===== src/rtl/steer_pkg.sv =====
// Shared definitions for the centroid steering controller.
// Holds the FSM state encoding, per-camera zone offsets across the fused
// 24-zone field of view, the centre zone constant, and helpers for locating
// the target zone and saturating a signed duty into 0..255.
package steer_pkg;

    typedef enum logic [1:0] {
        ST_IDLE   = 2'd0,
        ST_SEARCH = 2'd1,
        ST_TRACK  = 2'd2,
        ST_STOP   = 2'd3
    } steer_state_t;

    // Each camera covers 8 zones; left camera is leftmost in the fused view.
    localparam logic [4:0] ZONE_OFS_L  = 5'd0;
    localparam logic [4:0] ZONE_OFS_C  = 5'd8;
    localparam logic [4:0] ZONE_OFS_R  = 5'd16;
    localparam logic [4:0] ZONE_CENTRE = 5'd12;

    // Index of the highest set bit (bit 7 = leftmost zone of a camera).
    function automatic logic [2:0] hi_bit_idx(input logic [7:0] v);
        logic [2:0] idx;
        idx = '0;
        for (int unsigned i = 0; i < 8; i++) begin
            if (v[i]) idx = 3'(i);
        end
        return idx;
    endfunction

    // Clamp a signed intermediate duty into the 8-bit PWM range.
    function automatic logic [7:0] sat_duty(input logic signed [10:0] v);
        if (v < 11'sd0)
            return '0;
        else if (v > 11'sd255)
            return '1;
        else
            return v[7:0];
    endfunction

endpackage


===== src/rtl/pwm_gen.sv =====
// Single-channel PWM generator.
// A prescaler divides clk by c_pwm_div; each prescaled step advances an 8-bit
// counter. Output is high while counter < active duty, so duty 0 is constant
// low and 255 gives 255/256 high. The requested duty is copied into the
// active register only when the counter wraps, so a period is never cut
// short. force_off drives the output low on the next clock edge and clears
// the active duty, independent of the counter phase.
// Ports:
//   clk       system clock
//   rst       asynchronous active-low reset
//   force_off 1 = output low immediately, active duty cleared
//   duty      requested duty, sampled at counter wrap
//   pwm       registered PWM output
module pwm_gen #(
    parameter int unsigned c_pwm_div = 10
) (
    input  logic       clk,
    input  logic       rst,
    input  logic       force_off,
    input  logic [7:0] duty,
    output logic       pwm
);

    localparam int unsigned PW = (c_pwm_div > 1) ? $clog2(c_pwm_div) : 1;

    logic [PW-1:0] presc;
    logic [7:0]    cnt;
    logic [7:0]    duty_act;
    logic          step;

    assign step = (presc == PW'(c_pwm_div - 1));

    always_ff @(posedge clk or negedge rst) begin
        if (!rst) begin
            presc    <= '0;
            cnt      <= '0;
            duty_act <= '0;
            pwm      <= 1'b0;
        end else begin
            presc <= step ? '0 : presc + 1'b1;
            if (step) cnt <= cnt + 8'd1;

            if (force_off)
                duty_act <= '0;
            else if (step && (cnt == 8'hFF))
                duty_act <= duty;

            pwm <= !force_off && (cnt < duty_act);
        end
    end

endmodule


===== src/rtl/centroid_steer_ctrl.sv =====
// Centroid-driven differential steering controller.
// Samples the three per-camera zone-hot centroids and proximities on a slow
// update tick, fuses them into one heading error across the 24-zone field of
// view, runs the IDLE/SEARCH/TRACK/STOP FSM and drives two PWM motor channels
// with direction bits.
// Ports:
//   clk                      system clock
//   rst                      asynchronous active-low reset
//   enable                   level; 0 forces IDLE and motors off
//   centroid_l/_c/_r [7:0]   zone-hot centroid per camera, 0 = no object
//   proximity_l/_c/_r [2:0]  proximity per camera, larger = closer
//   motor_l_pwm/motor_r_pwm  PWM drive
//   motor_l_fwd/motor_r_fwd  direction, 1 = forward
//   state [1:0]              current FSM state
//   heading_err [5:0]        signed error of last accepted target
module centroid_steer_ctrl
    import steer_pkg::*;
#(
    parameter int unsigned c_upd_cycles  = 1_000_000,
    parameter int unsigned c_pwm_div     = 10,
    parameter int unsigned c_base_duty   = 160,
    parameter int unsigned c_gain        = 8,
    parameter int unsigned c_search_duty = 96,
    parameter int unsigned c_prox_stop   = 6,
    parameter int unsigned c_lost_upd    = 25
) (
    input  logic              clk,
    input  logic              rst,
    input  logic              enable,
    input  logic [7:0]        centroid_l,
    input  logic [7:0]        centroid_c,
    input  logic [7:0]        centroid_r,
    input  logic [2:0]        proximity_l,
    input  logic [2:0]        proximity_c,
    input  logic [2:0]        proximity_r,
    output logic              motor_l_pwm,
    output logic              motor_r_pwm,
    output logic              motor_l_fwd,
    output logic              motor_r_fwd,
    output logic [1:0]        state,
    output logic signed [5:0] heading_err
);

    localparam int unsigned UW = (c_upd_cycles > 1) ? $clog2(c_upd_cycles) : 1;
    localparam int unsigned LW = $clog2(c_lost_upd + 1);

    localparam logic [3:0]        PROX_STOP   = 4'(c_prox_stop);
    localparam logic [3:0]        PROX_RESUME = 4'(c_prox_stop - 1);
    localparam logic [LW-1:0]     LOST_LIM    = LW'(c_lost_upd);
    localparam logic signed [10:0] BASE_S     = 11'(c_base_duty);
    localparam logic signed [10:0] GAIN_S     = 11'(c_gain);
    localparam logic [7:0]        SEARCH_D    = 8'(c_search_duty);

    // ---------------- update tick ----------------
    logic [UW-1:0] upd_cnt;
    logic          tick;

    assign tick = (upd_cnt == UW'(c_upd_cycles - 1));

    always_ff @(posedge clk or negedge rst) begin
        if (!rst)
            upd_cnt <= '0;
        else
            upd_cnt <= tick ? '0 : upd_cnt + 1'b1;
    end

    // ---------------- target fusion ----------------
    logic [7:0]        sel_vec;
    logic [4:0]        sel_ofs;
    logic [2:0]        sel_prox;
    logic              has_target;
    logic [4:0]        zone;
    logic signed [5:0] target_err;
    logic              near;
    logic              far;

    always_comb begin
        sel_vec    = '0;
        sel_ofs    = '0;
        sel_prox   = '0;
        has_target = 1'b1;
        if (centroid_c != '0) begin
            sel_vec  = centroid_c;
            sel_ofs  = ZONE_OFS_C;
            sel_prox = proximity_c;
        end else if (centroid_l != '0) begin
            sel_vec  = centroid_l;
            sel_ofs  = ZONE_OFS_L;
            sel_prox = proximity_l;
        end else if (centroid_r != '0) begin
            sel_vec  = centroid_r;
            sel_ofs  = ZONE_OFS_R;
            sel_prox = proximity_r;
        end else begin
            has_target = 1'b0;
        end
    end

    assign zone       = sel_ofs + (5'd7 - {2'b00, hi_bit_idx(sel_vec)});
    assign target_err = $signed({1'b0, zone} - {1'b0, ZONE_CENTRE});
    assign near       = ({1'b0, sel_prox} >= PROX_STOP);
    // One level of hysteresis: leave STOP only once clearly further away.
    assign far        = ({1'b0, sel_prox} < PROX_RESUME);

    // ---------------- FSM ----------------
    steer_state_t      state_q, state_nx;
    logic [LW-1:0]     lost_q, lost_nx, lost_inc;
    logic signed [5:0] err_nx;

    assign lost_inc = lost_q + 1'b1;

    always_ff @(posedge clk or negedge rst) begin
        if (!rst) begin
            state_q     <= ST_IDLE;
            lost_q      <= '0;
            heading_err <= '0;
        end else begin
            state_q     <= state_nx;
            lost_q      <= lost_nx;
            heading_err <= err_nx;
        end
    end

    always_comb begin
        state_nx = state_q;
        lost_nx  = lost_q;
        err_nx   = heading_err;
        if (!enable) begin
            state_nx = ST_IDLE;
            lost_nx  = '0;
        end else begin
            unique case (state_q)
                ST_IDLE: begin
                    state_nx = ST_SEARCH;
                    lost_nx  = '0;
                end
                ST_SEARCH: begin
                    lost_nx = '0;
                    if (tick && has_target) begin
                        err_nx   = target_err;
                        state_nx = near ? ST_STOP : ST_TRACK;
                    end
                end
                ST_TRACK, ST_STOP: begin
                    // A target present on the tick always wins over the lost limit.
                    if (tick) begin
                        if (has_target) begin
                            err_nx  = target_err;
                            lost_nx = '0;
                            if (state_q == ST_TRACK)
                                state_nx = near ? ST_STOP : ST_TRACK;
                            else
                                state_nx = far ? ST_TRACK : ST_STOP;
                        end else if (lost_inc >= LOST_LIM) begin
                            state_nx = ST_SEARCH;
                            lost_nx  = '0;
                        end else begin
                            lost_nx = lost_inc;
                        end
                    end
                end
                default: state_nx = ST_IDLE;
            endcase
        end
    end

    assign state = state_q;

    // ---------------- duty arithmetic ----------------
    logic signed [10:0] err_x;
    logic signed [10:0] track_l;
    logic signed [10:0] track_r;
    logic [7:0]         duty_l_nx, duty_r_nx, duty_l, duty_r;
    logic               fwd_l_nx, fwd_r_nx;

    assign err_x   = {{5{heading_err[5]}}, heading_err};
    assign track_l = BASE_S + GAIN_S * err_x;
    assign track_r = BASE_S - GAIN_S * err_x;

    always_comb begin
        duty_l_nx = '0;
        duty_r_nx = '0;
        fwd_l_nx  = 1'b1;
        fwd_r_nx  = 1'b1;
        unique case (state_q)
            ST_TRACK: begin
                duty_l_nx = sat_duty(track_l);
                duty_r_nx = sat_duty(track_r);
            end
            ST_SEARCH: begin
                // Spin toward the side the target was last seen on.
                duty_l_nx = SEARCH_D;
                duty_r_nx = SEARCH_D;
                fwd_l_nx  = !heading_err[5];
                fwd_r_nx  = heading_err[5];
            end
            default: ;
        endcase
    end

    always_ff @(posedge clk or negedge rst) begin
        if (!rst) begin
            duty_l      <= '0;
            duty_r      <= '0;
            motor_l_fwd <= 1'b1;
            motor_r_fwd <= 1'b1;
        end else begin
            duty_l      <= duty_l_nx;
            duty_r      <= duty_r_nx;
            motor_l_fwd <= fwd_l_nx;
            motor_r_fwd <= fwd_r_nx;
        end
    end

    // ---------------- PWM channels ----------------
    logic force_off;

    assign force_off = (state_q == ST_IDLE) || !enable;

    pwm_gen #(.c_pwm_div(c_pwm_div)) u_pwm_l (
        .clk       (clk),
        .rst       (rst),
        .force_off (force_off),
        .duty      (duty_l),
        .pwm       (motor_l_pwm)
    );

    pwm_gen #(.c_pwm_div(c_pwm_div)) u_pwm_r (
        .clk       (clk),
        .rst       (rst),
        .force_off (force_off),
        .duty      (duty_r),
        .pwm       (motor_r_pwm)
    );

endmodule


===== config.mk =====
export PLATFORM = sky130hd
export DESIGN_NAME = centroid_steer_ctrl
export DESIGN_NICKNAME = d
export VERILOG_FILES = /design/src/rtl/steer_pkg.sv /design/src/rtl/pwm_gen.sv /design/src/rtl/centroid_steer_ctrl.sv
export SDC_FILE = /design/constraint.sdc
export NUM_CORES = 1
export LEC_CHECK = 0
export ABC_AREA = 1
export CORE_ASPECT_RATIO = 1.1
export CORE_MARGIN = 1.5
export CORE_UTILIZATION = 33
export CTS_CLUSTER_SIZE = 20
export DETAILED_ROUTE_END_ITERATION = 7
export HOLD_SLACK_MARGIN = 0.03
export PLACE_DENSITY = 0.61
export SLEW_MARGIN = 20
export SYNTH_ARGS = -nofsm -noshare
export SYNTH_HDL_FRONTEND = slang
export SYNTH_SLANG_ARGS = --single-unit

===== constraint.sdc =====
create_clock -name clk -period 1.5 [get_ports clk]
set_input_delay 0.375 -clock clk [delete_from_list [all_inputs] [get_ports clk]]
set_output_delay 0.375 -clock clk [all_outputs]
set_load 0.1 [all_outputs]

Yosys cells after proc, flatten, opt, wreduce, memory -nomap -nowiden
Index checks and enable logic that the tools add are counted.
{"block": "word_totals", "register_bits": 93, "input_bits": 36, "output_inout_bits": 12}
{"block": "classes", "add_sub_neg": 11, "order_cmp": 9, "n_eq_ne": 14, "n_mux": 52, "n_reduce_logical": 20}
{"cell": "two-way mux 8 bit", "count": 11}
{"cell": "two-way mux 5 bit", "count": 7}
{"cell": "one-hot mux 8 bit (2 select lines)", "count": 2}
{"cell": "two-way mux 3 bit", "count": 9}
{"cell": "nonzero test 8 bit", "count": 3}
{"cell": "adder 20 x 1 -> 20 bit, second input constant", "count": 1}
{"cell": "== test 20 bit, second input constant", "count": 1}
{"cell": "> comparator 10 x 9 -> 1 bit, second input constant", "count": 2}
{"cell": "less-than comparator 10 x 1 -> 1 bit, second input constant", "count": 2}
{"cell": "two-way mux 20 bit", "count": 1}
{"cell": "two-way mux 6 bit", "count": 3}
{"cell": "adder 8 x 1 -> 8 bit, second input constant", "count": 2}
{"cell": "== test 8 bit, second input constant", "count": 2}
{"cell": "less-than comparator 8 bit", "count": 2}
{"cell": "one-hot mux 6 bit (2 select lines)", "count": 1}
{"cell": "adder 9 x 9 -> 10 bit, first input constant", "count": 1}
{"cell": "two-way mux 2 bit", "count": 5}
{"cell": "one-hot mux 5 bit (2 select lines)", "count": 1}
{"cell": "subtractor 9 x 9 -> 10 bit, first input constant", "count": 1}
{"cell": "two-way mux 1 bit", "count": 9}
{"cell": "adder 4 x 1 -> 4 bit, second input constant", "count": 2}
{"cell": "== test 4 bit, second input constant", "count": 2}
{"cell": "two-way mux 4 bit", "count": 2}
{"cell": "inequality test 2 bit, second input constant", "count": 3}
{"cell": "other kinds (20)", "count": 31}

Depth between registers and ports, before layout
Gate-level depths: netlist (run 1).
{"block": "logic_depth", "ltp_word": 17, "ltp_mapped": 15, "mapped_depth_nobuf": 14}

Modules after synthesis
Synthesis (run 1) repeated with hierarchy kept, for this count alone.
{"block": "unflattened", "cells_unflattened": 635, "hier_area_um2": 5217.5}
{"module": "centroid_steer_ctrl", "instances": 1, "cells_each": 357, "area_each_um2": 2917.8, "seq_area_each_um2": 1153.6}
{"module": "pwm_gen", "instances": 2, "cells_each": 139, "area_each_um2": 1149.9, "seq_area_each_um2": 525.5}

Worst setup path before layout (run 1)
OpenSTA, ideal clock, no wires.
{"block": "synth_path", "path_type": "register to register", "startpoint": "register state_q[0] (netlist: state[0])", "endpoint": "register state_q[0] (netlist: state[0])", "setup_time_ps": 120, "arrival_time_ps": 2235, "slack_ps": -855, "stages_incl_launch_ff": 12, "n_path_buf": 0, "synth_period_minus_slack_ps": 2355, "path_cell_list": "dfrtp_1 inv_1 ha_1 inv_1 nand2_1 o21ai_0 nand2_1 nand3_1 nor3b_1 nand2_1 nand2_1 nand2_1"}
{"block": "synth_between", "elab_chain_cells": 6}
{"item": "from (decl)", "line": "centroid_steer_ctrl.sv:106", "rtl": "steer_state_t state_q, state_nx;"}
{"item": "from (signal assigned)", "line": "centroid_steer_ctrl.sv:118", "rtl": "state_q <= state_nx;"}
{"item": "== test 2 bit", "line": "centroid_steer_ctrl.sv:132, centroid_steer_ctrl.sv:150"}
{"item": "two-way mux 1 bit", "line": "centroid_steer_ctrl.sv:150", "rtl": "if (state_q == ST_TRACK)"}
{"item": "two-way mux 2 bit", "line": "centroid_steer_ctrl.sv:147", "rtl": "if (has_target) begin"}
{"item": "two-way mux 2 bit", "line": "centroid_steer_ctrl.sv:146", "rtl": "if (tick) begin"}
{"item": "one-hot mux 2 bit (3 select lines)", "line": "centroid_steer_ctrl.sv:132", "rtl": "unique case (state_q)"}
{"item": "two-way mux 2 bit", "line": "centroid_steer_ctrl.sv:128", "rtl": "if (!enable) begin"}
Several ways; a longest one is shown, not always the timed one. The select of a mux whose other input is x is not followed.
A chain may end at the register's enable or synchronous reset.

Worst setup path after layout (run 1)
{"block": "layout_path", "startpoint": "register upd_cnt[1]", "endpoint": "register lost_q[3]"}
{"block": "layout_between", "elab_chain_cells": 2}
{"item": "from (decl)", "line": "centroid_steer_ctrl.sv:55", "rtl": "logic [UW-1:0] upd_cnt;"}
{"item": "from (signal assigned)", "line": "centroid_steer_ctrl.sv:64", "rtl": "upd_cnt <= tick ? '0 : upd_cnt + 1'b1;"}
{"item": "== test 20 bit", "line": "centroid_steer_ctrl.sv:58", "rtl": "assign tick = (upd_cnt == UW'(c_upd_cycles - 1));"}
{"item": "inequality test 3 bit (no line)"}
{"item": "to (signal assigned)", "line": "centroid_steer_ctrl.sv:119", "rtl": "lost_q <= lost_nx;"}
{"item": "to (decl)", "line": "centroid_steer_ctrl.sv:107", "rtl": "logic [LW-1:0] lost_q, lost_nx, lost_inc;"}
Every way passes these cells.

==> metrics.md, run 1 <==
| Metric | Value |
|---|---|
| Synthesized area per cell | 8.34 sq um |
| Max VDD drop | between 0.5 and 0.6 mV |
| Skew-Pair Late Insertion Delay | around 0.34 ns |
| Final Setup Violations | 34 |
| CTS H-tree lvls | 3 |
| Non-Filler Instances | 958 |
| Cells after DPL | around 910 |
| M1 WL | ~5000 microns |
| Mapped Nets | 640 |
| Delay-heaviest family, CP | simple AND/OR/NAND/NOR gates |
| Worst-path fanout max | 5 |
| Final slew viol count | 0 |
| CP Buf/Inv Count | 1 |
| EDFF count, synth | 0 |
| Synth area leader | dfrtp_1 |
| Global-route wire length before repair | between 20000 and 25000 microns |
| # IOs | 48 |
| Placed wire-length estimate | a little under 9000 microns |
| Total grt overflow | 0 |
| Largest family of logic cells by synthesized area | simple AND/OR/NAND/NOR gates |
| P&R area growth vs syn | 58.4% |
| Compound-Gate Fraction of Synth Area | 8.62% |
| Mux contribution to synthesized area | less than 1% |
| Synth top area cells | dfrtp_1 43%, nand2_1 8.4%, inv_1 7.4% |
| Initial antenna violation count | 0 |
| Die area | around 15000 sq um |
| Share of layout cells above drive strength 1 | 41.3% |
| CTS tree | done |
| CP max-delay cell | dfrtp_1 |
| WL final | ~12000 microns |
| DRT antenna net count | 0 |
| Worst reg2reg path endpoint | lost_q[3] |
| DR WL/cell | around 13 microns |
| Crit-path cells | ha_4, nand3_4, nor2_4, nand2_2, nor2_4, nor2_4, buf_4, o31ai_4 |
| Setup ws final | -0.169 ns |
| CP max stage delay | approximately 0.40 ns |
| Largest net degree at the start of global routing | 30 |
| Main synth FF type | dfrtp_1 |
| Max clock buf depth | 2 |
| Worst EP required | around 1.8 ns |
| Most instantiated library cell after synthesis | nand2_1 |
| Cell repeated most along the worst path | nor2_4 |
| Fmax | approximately 600 MHz |
| Die X | 118 microns |
| Post-Synth Adder-Cell Area | under 10% |
| Final Hold Vio Count | 0 |
| Die height | 130 microns |
| PD cells | between 800 and 900 nW/um^2 |
| First-pass iteration count of the detailed router | 4 |
| Slew margin rel. | 79.4% |
| Reg-to-reg slack, setup | -0.17 ns |
| Xor and xnor fraction of the mapped netlist area | around 5.3% |
| DR WL met2 | 6570 microns |
| WL met3 | just over 400 microns |
| Antenna diode count | 0 |
| Clk slew on worst S/H paths | around 0.07 ns |
| Initial drt markers | between 150 and 200 |
| Top sig layer | met4 |
| Remaining DRCs | 0 |
| Pleak | approximately 3.6 nW |
| Post-Synth Simple-Gate Area | between 20% and 30% |
| Core area | around 14000 sq um |
| Final period utilization | 111% |
| Final min period | around 1.7 ns |
| All-Layer GR Usage | between 10% and 20% |
| Vias per cell | 4.56 |
| Failing checks | negative setup slack |
| Gp weighted congestion | 0.832 |
| Nets | 825 |
| Port Buffers | 47 |
| Starting Density | 33.5% |
| Post-synth ARST share | 100% |
| Worst slew pin tran | between 0.3 and 0.4 ns |
| Routed via count | between 4000 and 5000 |
| Worst path arrival time | 1.92 ns |
| Outcome | finished with violations |
| Post-Synthesis Cells | 576 |
| Crit path kind | reg2reg |
| Setup TNS | -2.95 ns |
| # rows | 46 |
| Unrepaired setup endpoints after global routing | yes |
| Area share of the largest cell type after synthesis | a little over two fifths |
| Post-Route Skew | about 0.011 ns |
| Synthesized area | ~4800 sq um |
| CP endpoint kind | flop |
| Syn. warnings | 0 |
| Vias in the first global route | roughly 4600 |
| Reg2Reg Launch Point | upd_cnt[1] |
| Path depth of the worst reg2reg path | 8 |
| CP Launch Type | flop |
| Root Driver | clkbuf_16 |
| Hold Crit Class | in2async |
| Max Cap Viol | 0 |
| Clock sink count | 84 |
| Synth cell types | 43 |
| Seq/Total Area, Yosys | about 44% |
| Yosys reg bits | 84 |
| Synth top cells by count | 108 x nand2_1, 95 x inv_1, 82 x dfrtp_1, 54 x nor2_1, 36 x nand3_1 |
| Cts bufs inserted | 9 |
## worst max path at each step
stage	from	endpoint	slack (ns)	depth (start not counted)
3_5_place_dp	centroid_c[6]	lost_q[1]	-0.58	9
5_1_grt	upd_cnt[1]	upd_cnt[12]	-0.27	11
6_report	upd_cnt[1]	lost_q[3]	-0.17	8
2_1_floorplan	state[0]	u_pwm_r.duty_act[3]	-0.16	6
3_3_place_gp	centroid_l[7]	heading_err[0]	-0.51	16
4_1_cts	upd_cnt[0]	state[1]	-0.15	11
## registers in the layout, summed over array words and instances (netlist names), 2 cells and up
signal	count
upd_cnt	20
u_pwm_l.cnt	8
u_pwm_r.cnt	8
duty_l	6
duty_r	6
u_pwm_l.duty_act	6
u_pwm_r.duty_act	6
heading_err	5
lost_q	5
u_pwm_l.presc	4
u_pwm_r.presc	4
state	2
## cell families (layout without fill, tap and decap cells)
kind of cell / after synthesis / in the layout
AND/OR/NAND/NOR: 259 / 259
adder cells (fa/ha/maj): 28 / 28
flip-flops: 84 / 84
AO/OA/AOI/OAI: 74 / 74
multiplexers: 1 / 1
buffers and inverters: 101 / 291
XOR/XNOR: 29 / 29
## through the flow
stage / util, % / area [sq um] / hold WS (ns) / power, mW / setup WS, ns
final: 53.1 / 7610 / 0.442 / 6.55 / -0.169
after global routing: 53.1 / 7610 / 0.464 / 6.83 / -0.270
after CTS: 50.3 / 7200 / 0.439 / 6.50 / -0.155
after detailed placement: 45.2 / 6470 / 0.258 / 4.13 / -0.576
after global placement: 45.2 / 6470 / 0.256 / 4.11 / -0.511
after floorplan: - / 4900 / 0.0794 / 3.35 / -0.158
## cell type report
| cell class | instances | area [sq um] |
|---|---|---|
| sequential | 84 | 2130 |
| multi-input combinational | 391 | 2910 |
| clock buffer | 12 | 246 |
| tap | 192 | 240 |
| inverter | 96 | 373 |
| clock inverter | 4 | 51.3 |
| fill | 1253 | 6720 |
| timing repair buffer | 179 | 1670 |
## placed cells by master (no fill, tap or decap), types with 14 or more instances in the layout
| cell | count |
|---|---|
| a21oi_1 | 20 |
| ha_1 | 19 |
| nand3_2 | 16 |
| dlygate4sd2_1 | 15 |
| inv_1 | 76 |
| buf_12 | 14 |
| buf_6 | 21 |
| nand2_1 | 97 |
| dfrtp_1 | 75 |
| nand3_1 | 21 |
| buf_4 | 109 |
| inv_2 | 16 |
| nor2_4 | 18 |
| clkdlybuf4s50_1 | 18 |
| nor2_1 | 40 |
| o21ai_2 | 16 |
| xor2_1 | 21 |
## metal layers
| metal | GRT usage [%] | vias up |
|---|---|---|
| met4 | 7.25 | 0 |
| met5 | 0 | - |
| li1 | - | 2205 |
| met1 | 17.8 | 2069 |
| met3 | 3.04 | 19 |
| met2 | 29.9 | 79 |
## where the power goes
group          internal (mW)  switching, mW  total, mW
clock                   1.34          0.899       2.24
sequential              2.40          0.119       2.52
combinational          0.794           1.00       1.80
total                   4.53           2.02       6.55
## timing repair
action / CTS / global route
pin swaps: 57 / 37
setup buffers: 29 / 10
hold buffers: 1 / 0
endpoints found under the hold margin: 11 / 0
endpoints found under the setup margin: 40 / 56
resized for setup: 98 / 92
(Power assumes the default switching activity.)
==> run 2, diff against run 1 <==
Settings changed: CORE_ASPECT_RATIO 1.1 to 0.8, CORE_MARGIN 1.5 to 2, PLACE_DENSITY 0.61 to 0.56.
==> run 2 against run 1 <==
Against the previous run: worst setup slack improved by 0.019 ns; power rose by 3.9%; routed wire length shrank 0.65%; the run still ends with negative setup slack left; register-to-register slack better by 0.02 ns; via count barely moved; final area is 0.74% lower; sequential share of layout area increased by 0.24 points; clock-buffer cell count shrank 3; first-iteration DRC count up 11%; sequential cell count unchanged; final cell count decreased by 0.94%; largest power group is now clock.
==> metrics.md, run 2 (synthesized netlist as in run 1, its figures left out) <==
| Metric | Value |
|---|---|
| Outcome | finished with violations (unchanged) |
| Failing checks | negative setup slack (unchanged) |
| Post-Route Skew | 0.00920 ns (was 0.0107 ns) |
| Initial drt markers | 170 (was 153) |
| First-pass iteration count of the detailed router | 4 (unchanged) |
| Routed via count | 4376 (was 4372) |
| Die area | 15600 sq um (was 15300 sq um) |
| # IOs | 48 (unchanged) |
| Max reg flops | 20 (unchanged) |
| Die X | 139 microns (was 118 microns) |
| Gp weighted congestion | 0.833 (was 0.832) |
| Pleak | 3.60 nW (was 3.58 nW) |
| Worst slew pin tran | 0.317 ns (was 0.308 ns) |
| Final Power | 6.81 mW (was 6.55 mW) |
| Unrepaired setup endpoints after global routing | yes (unchanged) |
| Root Driver | clkbuf_16 (unchanged) |
| Nets | 824 (was 825) |
| Worst path arrival time | 1.87 ns (was 1.92 ns) |
| DR WL/cell | 12.8 microns (about the same) |
| WL final | 12200 microns (about the same) |
| P&R area growth vs syn | 57.3% (was 58.4%) |
| Biggest regs | upd_cnt x20, u_pwm_l.cnt x8, u_pwm_r.cnt x8 (unchanged) |
| Max clock buf depth | 2 (unchanged) |
| Remaining DRCs | 0 (unchanged) |
| Vias in the first global route | 4362 (was 4602) |
| GRT met3 Usage | 3.57% (was 3.04%) |
| Most common cell after layout, fill and taps aside | buf_4 (unchanged) |
| Total grt overflow | 0 (unchanged) |
| DRT antenna net count | 0 (unchanged) |
| Slew margin rel. | 78.7% (was 79.4%) |
| Met2 Resource Use GR | 26.7% (was 29.9%) |
| Non-Filler Instances | 949 (was 958) |
| Share of layout cells above drive strength 1 | 40.0% (was 41.3%) |
| Busiest grt layer | met2 (unchanged) |
| Final Setup Violations | 34 (unchanged) |
| Die height | 112 microns (was 130 microns) |
| Final period utilization | 110% (was 111%) |
| Core area | 14200 sq um (was 14300 sq um) |
| Crit path kind | reg2reg (unchanged) |
| Final Hold Vio Count | 0 (unchanged) |
| Cells after DPL | 905 (was 912) |
| Clk slew on worst S/H paths | 0.06 ns (was 0.07 ns) |
| Cts bufs inserted | 9 (unchanged) |
| Max Cap Viol | 0 (unchanged) |
| Reg-to-reg slack, setup | -0.15 ns (was -0.17 ns) |
| Max VDD drop | 1.04 mV (was 0.558 mV) |
| All-Layer GR Usage | 15.9% (was 16.1%) |
| CP Launch Type | flop (unchanged) |
| Pre-CTS setup slack | -0.532 ns (was -0.576 ns) |
| Vias per cell | 4.61 (was 4.56) |
| Placed wire-length estimate | 8820 microns (was 8660 microns) |
| Starting Density | 33.7% (was 33.5%) |
| Antenna diode count | 0 (unchanged) |
| Worst-path fanout max | 3 (was 5) |
| Skew-Pair Late Insertion Delay | 0.34 ns (about the same) |
| # rows | 39 (was 46) |
| CP endpoint kind | flop (unchanged) |
| Initial antenna violation count | 0 (unchanged) |
| Port Buffers | 47 (unchanged) |
| Register bank with the most flops | upd_cnt (unchanged) |
| Worst EP required | 1.72 ns (was 1.75 ns) |
| PD cells | 901 nW/um^2 (was 861 nW/um^2) |
| Hold Crit Class | in2async (unchanged) |
| Final min period | 1.65 ns (was 1.67 ns) |
| Fillers | 1279 (was 1253) |
| Most frequent cells in the layout | 107 x buf_4, 98 x nand2_1, 79 x inv_1 (was 109 x buf_4, 97 x nand2_1, 76 x inv_1) |
| Fmax | 606 MHz (was 599 MHz) |
| CTS tree | done (unchanged) |
| Largest net degree at the start of global routing | 44 (was 30) |
| Final slew viol count | 0 (unchanged) |
| Routing usage on met1 | 20.9% (was 17.8%) |
| CTS H-tree lvls | 3 (unchanged) |
| Clock sink count | 84 (unchanged) |
| Setup ws final | -0.150 ns (was -0.169 ns) |
| Global-route wire length before repair | 20400 microns (was 20100 microns) |
| Setup TNS | -1.93 ns (was -2.95 ns) |
run 2: cell types whose count changed in the layout (fill, tap and decap cells not counted), moves of 3 or more:
cell,change
a21oi_2,+3
o21ai_2,-5
inv_2,-3
nor2_1,-6
inv_1,+3
nor2_2,+7
a21oi_1,-3
o21ai_1,+6
run 2: critical path, cell delays in order (launching register included):
cell and delay, ns:
dfrtp_1 0.35, ha_2 0.21, nand3_4 0.11, nor2_4 0.15
buf_6 0.12, nand3_4 0.08, nor2_4 0.13, nand2_4 0.08
nor2_4 0.12, buf_4 0.13, a211oi_2 0.05
run 2: layer usage:
layer | vias up | wire [microns]
met5 | - | 0
met4 | 0 | 132
met3 | 14 | 422
met2 | 62 | 6020
met1 | 2087 | 5590
li1 | 2213 | -
run 2: power by group:
part | leakage [nW] | internal, mW | switching [mW]
Combinational | 2.33 | 0.741 | 0.972
Clock | 0.173 | 1.65 | 0.948
Sequential | 1.09 | 2.40 | 0.0949
run 2: final timing paths:
kind                                  from                  end  cells past startpoint
worst max-delay path            upd_cnt[0]          upd_cnt[14]                     10
worst min-delay path                   rst            lost_q[4]                      2
worst max register to register  upd_cnt[0]          upd_cnt[14]                     10
worst min register to register   duty_l[4]  u_pwm_l.duty_act[4]                      2
max in group asynchronous              rst       heading_err[3]                      3
min in group clk                 duty_l[4]  u_pwm_l.duty_act[4]                      2
run 2: per-stage QoR:
step                      hold WS [ns]  area, sq um  util (%)
after global routing             0.423         7560      53.0
after detailed placement         0.231         6470      45.4
after floorplan                 0.0794         4900         -
after global placement           0.229         6470      45.4
after CTS                        0.403         7180      50.4
final                            0.419         7560      53.0
run 2: what timing repair did:
item	CTS	global route
endpoints found under the hold margin	8	0
setup endpoints to repair	42	50
gates resized for setup	80	92
setup buffers	21	13
hold buffers	1	0
pin swaps	37	46
run 2: area by class of cell:
| class | instances | area, sq um | share of cell area [%] |
|---|---|---|---|
| repair buffers | 178 | 1680 | 22.3 |
| clock inverters | 7 | 128 | 1.69 |
| multi-input cells | 391 | 2790 | 36.9 |
| well taps | 184 | 230 | 3.05 |
| inverters | 96 | 375 | 4.97 |
| flip-flops and latches | 84 | 2130 | 28.2 |
| clock buffers | 9 | 225 | 2.98 |
==> run 3, diff against run 2 <==
Settings changed: SYNTH_HIERARCHICAL from default to 1.
==> run 3 against run 2 <==
Against the previous run: the flow still finishes with violations (negative setup slack); non-clock buffer count down 39; sequential power up 4%; worst setup slack worse by 0.0056 ns; combinational power up 25%; clock skew up 0.00057 ns; power up 2.6%; sequential cell count up 4; synthesized area up 8.6%; die area up 8.3%; fmax down 0.34%; largest cell class unchanged.
==> metrics.md, run 3 <==
| Metric | Value |
|---|---|
| DRT antenna net count | 0 (unchanged) |
| CP max stage delay | 0.52 ns (was 0.35 ns) |
| Clock sink count | 88 (was 84) |
| Non-Filler Instances | 998 (was 949) |
| Dpl cell area | 6610 sq um (was 6470 sq um) |
| Max reg flops | 20 (unchanged) |
| CP Launch Type | flop (unchanged) |
| Vias in the first global route | 4512 (was 4362) |
| Worst EP required | 1.78 ns (was 1.72 ns) |
| Starting Density | 33.5% (was 33.7%) |
| CTS tree | done (unchanged) |
| Antenna diode count | 0 (unchanged) |
| Register bank with the most flops | upd_cnt (unchanged) |
| Setup ws final | -0.156 ns (was -0.150 ns) |
| Synth area leader | dfrtp_1 (unchanged) |
| Fillers | 1474 (was 1279) |
| Gp weighted congestion | 0.856 (was 0.833) |
| Fmax | 604 MHz (was 606 MHz) |
| Remaining DRCs | 0 (unchanged) |
| Global-route wire length before repair | 20100 microns (was 20400 microns) |
| Final min period | 1.66 ns (was 1.65 ns) |
| Area share of the largest cell type after synthesis | 41.2% (was 42.7%) |
| Clk slew on worst S/H paths | 0.06 ns (about the same) |
| Placed wire-length estimate | 8790 microns (was 8820 microns) |
| Initial antenna violation count | 0 (unchanged) |
| Worst path arrival time | 1.93 ns (was 1.87 ns) |
| Synth top area cells | dfrtp_1 41%, nand2_1 12%, ha_1 6.7% (was dfrtp_1 43%, nand2_1 8.4%, inv_1 7.4%) |
| Total grt overflow | 0 (unchanged) |
| Hold Crit Class | in2async (unchanged) |
| Post-Route Skew | 0.00977 ns (was 0.00920 ns) |
| Final Setup Violations | 24 (was 34) |
| Final Hold Vio Count | 0 (unchanged) |
| Initial drt markers | 195 (was 170) |
| DR WL/cell | 11.9 microns (was 12.8 microns) |
| Final Power | 6.98 mW (was 6.81 mW) |
| Max VDD drop | 0.699 mV (was 1.04 mV) |
| Post-synth ARST share | 100% (unchanged) |
| WL final | 11900 microns (was 12200 microns) |
| Most instantiated library cell after synthesis | nand2_1 (unchanged) |
| Unrepaired setup endpoints after global routing | yes (unchanged) |
| Post-Synthesis Cells | 635 (was 576) |
| Skew-Pair Late Insertion Delay | 0.35 ns (was 0.34 ns) |
| Most common cell after layout, fill and taps aside | nand2_1 (was buf_4) |
| Port Buffers | 47 (unchanged) |
| Final slew viol count | 0 (unchanged) |
| Worst-path fanout max | 7 (was 3) |
| Crit path kind | reg2reg (unchanged) |
| Vias per cell | 4.56 (was 4.61) |
| Largest net degree at the start of global routing | 28 (was 44) |
| Synthesized area per cell | 8.22 sq um (was 8.34 sq um) |
| Syn. warnings | 6 (was 0) |
| Final period utilization | 110% (about the same) |
| Worst slew pin tran | 0.337 ns (was 0.317 ns) |
| Share of layout cells above drive strength 1 | 32.3% (was 40.0%) |
| # rows | 41 (was 39) |
| Cts bufs inserted | 9 (unchanged) |
| First-pass iteration count of the detailed router | 4 (unchanged) |
| P&R area growth vs syn | 43.7% (was 57.3%) |
| Synthesized area | 5220 sq um (was 4810 sq um) |
| Nets | 843 (was 824) |
| Core area | 15600 sq um (was 14200 sq um) |
| CP max-delay cell | dfrtp_4 (was dfrtp_1) |
| Yosys reg bits | 88 (was 84) |
| CTS H-tree lvls | 3 (unchanged) |
| EDFF count, synth | 0 (unchanged) |
| CP Buf/Inv Count | 5 (was 2) |
| PD cells | 931 nW/um^2 (was 901 nW/um^2) |
| CP endpoint kind | flop (unchanged) |
| All-Layer GR Usage | 15.0% (was 15.9%) |
| Main synth FF type | dfrtp_1 (unchanged) |
| Outcome | finished with violations (unchanged) |
| Most frequent cells in the layout | 150 x nand2_1, 79 x dfrtp_1, 75 x buf_4 (was 107 x buf_4, 98 x nand2_1, 79 x inv_1) |
| Crit-path cells | inv_4, ha_4, inv_4, nand2_4, buf_6, inv_4, nor2_4, nand2_4, buf_12, nand2_4, o21ai_4, a21oi_2 (was ha_2, nand3_4, nor2_4, buf_6, nand3_4, nor2_4, nand2_4, nor2_4, buf_4, a211oi_2) |
| Slew margin rel. | 77.5% (was 78.7%) |
| Root Driver | clkbuf_16 (unchanged) |
| Final core utilization | 48.1% (was 53.0%) |
| Final Instance Area | 7500 sq um (was 7560 sq um) |
| Synth cell types | 48 (was 43) |
| Pleak | 3.72 nW (was 3.60 nW) |
| Seq/Total Area, Yosys | 42.3% (was 43.8%) |
| Synth top cells by count | 161 x nand2_1, 86 x dfrtp_1, 86 x inv_1, 53 x nor2_1, 40 x nand3_1 (was 108 x nand2_1, 95 x inv_1, 82 x dfrtp_1, 54 x nor2_1, 36 x nand3_1) |
| Max Cap Viol | 0 (unchanged) |
| Mapped Nets | 699 (was 640) |
| Routed via count | 4547 (was 4376) |
| Cells after DPL | 957 (was 905) |
| Max clock buf depth | 2 (unchanged) |
| Die X | 145 microns (was 139 microns) |
| Setup TNS | -2.08 ns (was -1.93 ns) |
| Die height | 116 microns (was 112 microns) |
| Pre-CTS setup slack | -0.541 ns (was -0.532 ns) |
| Die area | 16800 sq um (was 15600 sq um) |
| # IOs | 48 (unchanged) |
| Delay-heaviest family, CP | flip-flops (was simple AND/OR/NAND/NOR gates) |
| Failing checks | negative setup slack (unchanged) |
| Worst hold margin | 0.472 ns (was 0.419 ns) |
[run 3: what timing repair did]
action | 4_1_cts | 5_1_grt
endpoints found under the setup margin | 37 | 46
resized for setup | 72 | 42
endpoints found under the hold margin | 18 | 0
pin swaps | 39 | 28
hold buffers | 1 | 0
gates cloned | 3 | 0
setup buffers | 14 | 9
[run 3: final timing paths]
check	startpoint	endpoint	slack [ns]	cells after the start
max	state[0]	lost_q[3]	-0.16	12
min	rst	lost_q[0]	0.47	2
max reg2reg	state[0]	lost_q[3]	-0.16	12
min reg2reg	duty_r[5]	u_pwm_r/duty_act[5]	0.50	2
max in group asynchronous	rst	u_pwm_l/cnt[3]	0.48	3
min in group clk	duty_r[5]	u_pwm_r/duty_act[5]	0.50	2
[run 3: kinds of logic (layout without fill, tap and decap cells)]
| group | Yosys count | after routing | share of synthesized area, % |
|---|---|---|---|
| and+or+nand+nor | 339 | 339 | 33.0 |
| buffers and inverters | 102 | 250 | 8.15 |
| DFF | 88 | 88 | 42.3 |
| AOI/OAI and AO/OA | 66 | 66 | 7.84 |
| adders and majority gates | 28 | 28 | 6.71 |
| xor gates and xnor gates | 12 | 12 | 2.01 |
[run 3: final cells by class]
cell class / count / area, sq um / area share [%]
inverter: 94 / 380 / 5.07
clock inverter: 6 / 70.1 / 0.935
tap: 215 / 269 / 3.59
multi-input combinational: 445 / 2920 / 38.9
timing repair buffer: 139 / 1390 / 18.5
timing repair inverter: 2 / 20.0 / 0.267
clock buffer: 9 / 225 / 3.00
sequential: 88 / 2230 / 29.7
[run 3: report_power, final]
part | switching [mW] | leakage, nW | total (mW) | internal [mW]
Sequential | 0.0885 | 1.15 | 2.59 | 2.50
Combinational | 1.17 | 2.44 | 2.13 | 0.955
Clock | 0.976 | 0.134 | 2.27 | 1.29
Total | 2.24 | 3.72 | 6.98 | 4.75
[run 3: layer usage]
metal	track usage, %	part of all wire [%]
met1	19.0	47
met2	24.5	47
met3	4.35	4.4
met4	5.50	2.1
met5	0	0
